[config.mk]
export PLATFORM = sky130hd
export DESIGN_NAME = timebase_prescaler
export DESIGN_NICKNAME = d
export VERILOG_FILES = /design/src/rtl/timebase_prescaler_pkg.sv /design/src/rtl/timebase_prescaler_counter.sv /design/src/rtl/timebase_prescaler.sv
export SDC_FILE = /design/constraint.sdc
export NUM_CORES = 1
export LEC_CHECK = 0
export ABC_AREA = 1
export CAP_MARGIN = 10
export CORE_ASPECT_RATIO = 2
export CORE_MARGIN = 2
export CORE_UTILIZATION = 48
export DETAILED_ROUTE_END_ITERATION = 7
export MAX_ROUTING_LAYER = met4
export PLACE_DENSITY_LB_ADDON = 0.12
export RECOVER_POWER = 25
export SLEW_MARGIN = 20
export SYNTH_ARGS = -nofsm -noshare
export SYNTH_HDL_FRONTEND = slang
export SYNTH_SLANG_ARGS = --single-unit
[constraint.sdc]
create_clock -name clk -period 1.61 [get_ports clk]
set_clock_uncertainty 0.05 [all_clocks]
set_input_delay 0.2415 -clock clk [delete_from_list [all_inputs] [get_ports clk]]
set_output_delay 0.2415 -clock clk [all_outputs]
set_load 0.02 [all_outputs]
[src/rtl/timebase_prescaler_pkg.sv]
// Shared constants and state encoding for the timebase prescaler and the
// terminal-count comparator stage that consumes count_o.
package timebase_prescaler_pkg;

    typedef enum logic [1:0] {
        ST_IDLE = 2'b00,
        ST_RUN  = 2'b01,
        ST_HOLD = 2'b10
    } state_e;

    // 8 s period at 50 MHz: 400_000_000 cycles, last count 399_999_999.
    localparam int unsigned CNT_W_DEF    = 29;
    localparam int unsigned TERMINAL_DEF = 399_999_999;
    localparam int unsigned EVT_W_DEF    = 8;

    // True when value is representable in an unsigned field of width bits.
    function automatic bit fits_width(input longint unsigned value, input int unsigned width);
        if (width >= 64) return 1'b1;
        return value < (64'd1 << width);
    endfunction

endpackage

[src/rtl/timebase_prescaler_counter.sv]
// Enable/clear counter that wraps to zero after reaching terminal and
// registers a one-cycle wrap pulse on the same edge the wrap happens.
module tb_mod_counter #(
    parameter int unsigned W = 8
) (
    input  logic         clk,
    input  logic         rst,
    input  logic         en,
    input  logic         clr,
    input  logic [W-1:0] terminal,
    output logic [W-1:0] count,
    output logic         wrap
);

    logic [W-1:0] count_q;
    logic         wrap_q;
    logic         at_wrap;

    // Wrap only when actually counting; a frozen count at terminal does not wrap.
    assign at_wrap = en && (count_q == terminal);

    // Counter and wrap pulse; clr overrides counting on the same edge.
    always_ff @(posedge clk or posedge rst) begin
        if (rst) begin
            count_q <= '0;
            wrap_q  <= 1'b0;
        end else if (clr) begin
            count_q <= '0;
            wrap_q  <= 1'b0;
        end else begin
            wrap_q <= at_wrap;
            if (at_wrap) begin
                count_q <= '0;
            end else if (en) begin
                count_q <= count_q + 1'b1;
            end
        end
    end

    assign count = count_q;
    assign wrap  = wrap_q;

endmodule

[src/rtl/timebase_prescaler.sv]
// Free-running cycle timebase: IDLE/RUN/HOLD control, a cycle counter that
// wraps at TERMINAL with a tick per period, and a modulo tally of periods.
module timebase_prescaler
    import timebase_prescaler_pkg::*;
#(
    parameter int unsigned CNT_W    = CNT_W_DEF,
    parameter int unsigned TERMINAL = TERMINAL_DEF,
    parameter int unsigned EVT_W    = EVT_W_DEF
) (
    input  logic             clk,
    input  logic             rst,
    input  logic             start,
    input  logic             stop,
    input  logic             clear,
    output logic [0:CNT_W-1] count_o,
    output logic             tick_o,
    output logic [EVT_W-1:0] evt_o,
    output logic             evt_ovf_o,
    output logic             running_o,
    output state_e           dbg_state
);

    if (!fits_width(TERMINAL, CNT_W)) begin : g_bad_terminal
        $error("timebase_prescaler: TERMINAL does not fit in CNT_W bits");
    end

    localparam logic [CNT_W-1:0] TERM_V    = CNT_W'(TERMINAL);
    localparam logic [EVT_W-1:0] EVT_TERM  = {EVT_W{1'b1}};

    state_e           state_q;
    state_e           state_d;
    logic             running_q;
    logic             cnt_en;
    logic             evt_en;
    logic [CNT_W-1:0] cyc_count;
    logic [EVT_W-1:0] evt_count;
    logic             cyc_wrap;
    logic             evt_wrap;

    // Next-state: clear dominates, and stop beats a simultaneous start.
    always_comb begin
        state_d = state_q;
        if (clear) begin
            state_d = ST_IDLE;
        end else begin
            case (state_q)
                ST_IDLE: if (start && !stop) state_d = ST_RUN;
                ST_RUN:  if (stop)           state_d = ST_HOLD;
                ST_HOLD: if (start && !stop) state_d = ST_RUN;
                default:                     state_d = ST_IDLE;
            endcase
        end
    end

    // State register and registered running flag.
    always_ff @(posedge clk or posedge rst) begin
        if (rst) begin
            state_q   <= ST_IDLE;
            running_q <= 1'b0;
        end else begin
            state_q   <= state_d;
            running_q <= (state_d == ST_RUN);
        end
    end

    // Count only in RUN; a stop seen this cycle freezes the count on this edge,
    // so stopping at TERMINAL defers the wrap until the first RUN cycle after resume.
    assign cnt_en = (state_q == ST_RUN) && !stop;
    assign evt_en = cnt_en && (cyc_count == TERM_V);

    tb_mod_counter #(.W(CNT_W)) u_cyc (
        .clk      (clk),
        .rst      (rst),
        .en       (cnt_en),
        .clr      (clear),
        .terminal (TERM_V),
        .count    (cyc_count),
        .wrap     (cyc_wrap)
    );

    tb_mod_counter #(.W(EVT_W)) u_evt (
        .clk      (clk),
        .rst      (rst),
        .en       (evt_en),
        .clr      (clear),
        .terminal (EVT_TERM),
        .count    (evt_count),
        .wrap     (evt_wrap)
    );

    // count_o is MSB-first ([0:CNT_W-1]); this maps MSB to bit 0.
    assign count_o   = cyc_count;
    assign tick_o    = cyc_wrap;
    assign evt_o     = evt_count;
    assign evt_ovf_o = evt_wrap;
    assign running_o = running_q;
    assign dbg_state = state_q;

endmodule

==> parameters.txt <==
Parameter                              Value

Setup path
  Critical Path AT ... 1.78 ns
  Cell breakdown of the critical path ... ha_4 -> nand3_4 -> inv_4 -> nand2_4 -> nor2_4 -> nand3_4 -> buf_12 -> nand2_8 -> nor2_4
  Slack of the worst reg-to-reg path ... -0.03 ns
  Worst setup path startpoint ... u_cyc.count[1]
  Slowest stage cell on the critical path ... sky130_fd_sc_hd__dfrtp_2
  Critical path required time ... 1.75 ns
  Worst Path Max Fanout ... 6
  Critical R2R Capture ... u_cyc.count[3]
  Max incr delay on CP ... 0.41 ns
  Worst reg2reg startpoint ... u_cyc.count[1]
  Kind of end point of the critical path ... register
  Type of the worst setup path ... reg -> reg
  Worst-case reg-to-reg path depth ... 9
  Startpoint types ... register

Job
  Max cap viols ... 0

Place
  Final HPWL DP ... 6270 um
  Port buffer count ... 46
  Total placed cells including tap cells ... 522
  Final GP Congestion ... 0.981

Layout
  Highest-count cells in the layout ignoring fill and taps ... sky130_fd_sc_hd__nand2_1 (101), sky130_fd_sc_hd__buf_4 (49), sky130_fd_sc_hd__inv_1 (40), sky130_fd_sc_hd__nor2_1 (40), sky130_fd_sc_hd__dlygate4sd2_1 (38)
  Number of non-filler instances in the completed layout ... 547
  Most common library cell in the layout ignoring fill and taps ... sky130_fd_sc_hd__nand2_1
  Fraction of final layout cells with drive strength greater than 1 ... 28.5%
  Final core area utilization ... 71.0%
  Antenna diode count ... 0
  Final Net Count ... 493
  Area added between synthesis and finish ... 42.3%

Status
  Result of the run ... finished with violations
  Violations in the final reports ... negative setup slack

Floorplanning
  Core ar. ... 5470 um^2
  Initial standard-cell utilization of the core ... 49.9%
  DIE AREA ... 6340 um^2
  Die width ... 57.3 um
  I/O pin cnt ... 47
  Die height ... 111 um
  Cell Rows ... 38

Synthesis
  Dominant cells by area after synthesis ... sky130_fd_sc_hd__dfrtp_1 (39%), sky130_fd_sc_hd__nand2_1 (14%), sky130_fd_sc_hd__nand3_1 (7.2%)
  Yosys warns ... 0
  Cell area after synthesis ... 2730 um^2
  Syn nets ... 389
  Share of synthesized flip-flops with an asynchronous set or reset ... 100%
  Post-synthesis sequential area ratio ... 38.5%
  Number of enable flip-flop cells after synthesis ... 0
  Synthesized area divided by synthesized cell count ... 7.14 um^2
  Proportion of netlist area held by the largest area contributor ... 38.5%
  Biggest area consumer among synthesized cells ... sky130_fd_sc_hd__dfrtp_1
  Number of distinct standard cells referenced by the synthesized netlist ... 29
  Main synth FF type ... sky130_fd_sc_hd__dfrtp_1
  Synthesized netlist cell count ... 382
  #FFs+latches synth ... 42

Drt
  Number of detailed-route iterations in the first pass ... 5
  Vias per cell ... 5.50
  Detailed-route wire length per cell ... 16.2 um
  Detailed-route wire length ... 8840 um
  First DRT Iteration DRCs ... 187
  DRC violations left ... 0
  Antenna-violating nets left ... 0
  Routed vias ... 3011

Global routing
  GRT Resource Usage Total ... 28.1%
  Number of antenna violations at the first check in global routing ... 0
  GRT Residual Overflow ... 0
  Largest net degree at the start of global routing ... 43
  Number of global-route vias before repair ... 2880
  Global-route wire length before repair ... 13500 um

Hold path
  Hold Path End ... dbg_state[1]
  Hold/Removal Path Class ... reg -> reg
  Source of the worst hold timing path ... dbg_state[1]
  Count of cells along the worst hold path ... 1

CTS
  # H-tree levels ... 2
  CTS Buf Count ... 5
  Number of buffers added to fix hold violations after cts ... 0
  Number of buffers on the longest clock path ... 2
  Clock Sink Count ... 42
  Clock edge transition at the registers on the reported setup and hold paths ... 0.08 ns
  TritonCTS clock tree ... done
  Clock root buffer ... sky130_fd_sc_hd__clkbuf_8
  Worst-Skew Late Latency ... 0.31 ns

Timing
  Slew at the pin with the worst max-slew slack ... 1.08 ns
  Fin worst setup slack ... -0.0274 ns
  Pins over their slew limit ... 0
  Setup violations, final ... 6
  Time the worst path needs with I/O delays and setup ... 1.64 ns
  Worst rel slew slack ... 27.9%
  Unrepaired setup endpoints after global routing ... true
  Final Hold Fails ... 0
  Final worst-path cycle share ... 102%
  Max Clk Rate ... 611 MHz

Pwr
  Static Leakage ... 1.88 nW
  Worst IR drop on VDD ... 0.000620 V
  Final total power ... 1.94 mW
  PD cells ... 499 nW/um^2
## per-layer routing
metal / vias up / GRT usage [%] / part of all wire (%)
met5: - / - / 0
met3: 54 / 4.33 / 4.9
met1: 1394 / 27.0 / 32
met2: 128 / 50.6 / 56
li1: 1435 / - / -
met4: 0 / 16.7 / 7.4
## cell type report
type	instances	area, um^2
Tap cell	60	75.1
Clock inverter	1	5.00
Multi-Input combinational cell	290	1620
Inverter	48	185
Sequential cell	42	1060
Fill cell	486	1590
Timing Repair Buffer	99	846
Clock buffer	7	86.3
## worst max-delay path: cells and delay by family (launching register included)
kind / cells / cell delay (ns)
flip-flops: 1 / 0.41
buffers and inverters: 2 / 0.29
adder cells (fa/ha/maj): 1 / 0.16
AND/OR/NAND/NOR: 6 / 0.61
## stage by stage
stage / TNS, ns / hold WS (ns) / cell area (um^2) / setup slack [ns]
after detailed placement: -5.13 / 0.498 / 3530 / -0.221
after global routing: -1.66 / 0.542 / 3880 / -0.0885
final: -0.125 / 0.501 / 3880 / -0.0274
after global placement: -3.89 / 0.468 / 3530 / -0.196
after CTS: 0 / 0.248 / 3580 / 0.0238
after floorplan: 0 / 0.255 / 2740 / 0.0141
## what timing repair did
| item | CTS | global route |
|---|---|---|
| endpoints found under the setup margin | 40 | 36 |
| buffers inserted | 0 | 14 |
| cloned | 0 | 3 |
| gates resized for setup | 40 | 47 |
| pin swaps | 0 | 22 |
## cells in the mapped netlist, types with 2 or more instances
cell type                 number
sky130_fd_sc_hd__nand2_1     105
sky130_fd_sc_hd__nor2_1       49
sky130_fd_sc_hd__inv_1        44
sky130_fd_sc_hd__dfrtp_1      42
sky130_fd_sc_hd__nand3_1      39
sky130_fd_sc_hd__nor2_2       26
sky130_fd_sc_hd__nand4_1      20
sky130_fd_sc_hd__nor3_1        8
sky130_fd_sc_hd__xor2_1        8
sky130_fd_sc_hd__o21ai_0       6
sky130_fd_sc_hd__nor2_4        4
sky130_fd_sc_hd__a21oi_1       3
sky130_fd_sc_hd__inv_2         3
sky130_fd_sc_hd__nand2_2       3
sky130_fd_sc_hd__o21ai_1       3
sky130_fd_sc_hd__xnor2_1       3
sky130_fd_sc_hd__a21o_1        2
sky130_fd_sc_hd__buf_12        2
sky130_fd_sc_hd__ha_1          2
## report_power, final
group	switching, mW	internal [mW]
Clock	0.377	0.346
Sequential	0.00412	1.06
Combinational	0.102	0.0482
Total	0.483	1.45
## registers in the layout, summed over array words and instances (netlist names)
signal and cells:
dbg_state 2, u_evt.count 8, u_evt.wrap 1, running_o 1, u_cyc.count 29, u_cyc.wrap 1
## cell families (layout without fill, tap and decap cells)
kind of cell	count (synthesis)	count (layout)	share of synthesized area [%]
AND/OR/NAND/NOR	259	261	45.1
flip-flops	42	42	38.5
AO/OA/AOI/OAI	16	16	3.35
buffers and inverters	52	155	8.57
XOR/XNOR	11	11	3.53
adder cells (fa/ha/maj)	2	2	0.917
## worst max-delay path by stage
stage | endpoint | slack [ns] | cells after the start
after floorplan | u_cyc.count[9] | 0.01 | 9
after global placement | u_cyc.count[11] | -0.20 | 7
after detailed placement | u_cyc.count[11] | -0.22 | 7
after CTS | u_evt.count[4] | 0.02 | 9
after global routing | u_cyc.count[3] | -0.09 | 9
final | u_cyc.count[3] | -0.03 | 9
Note: power is estimated with default switching activity, not from simulation.
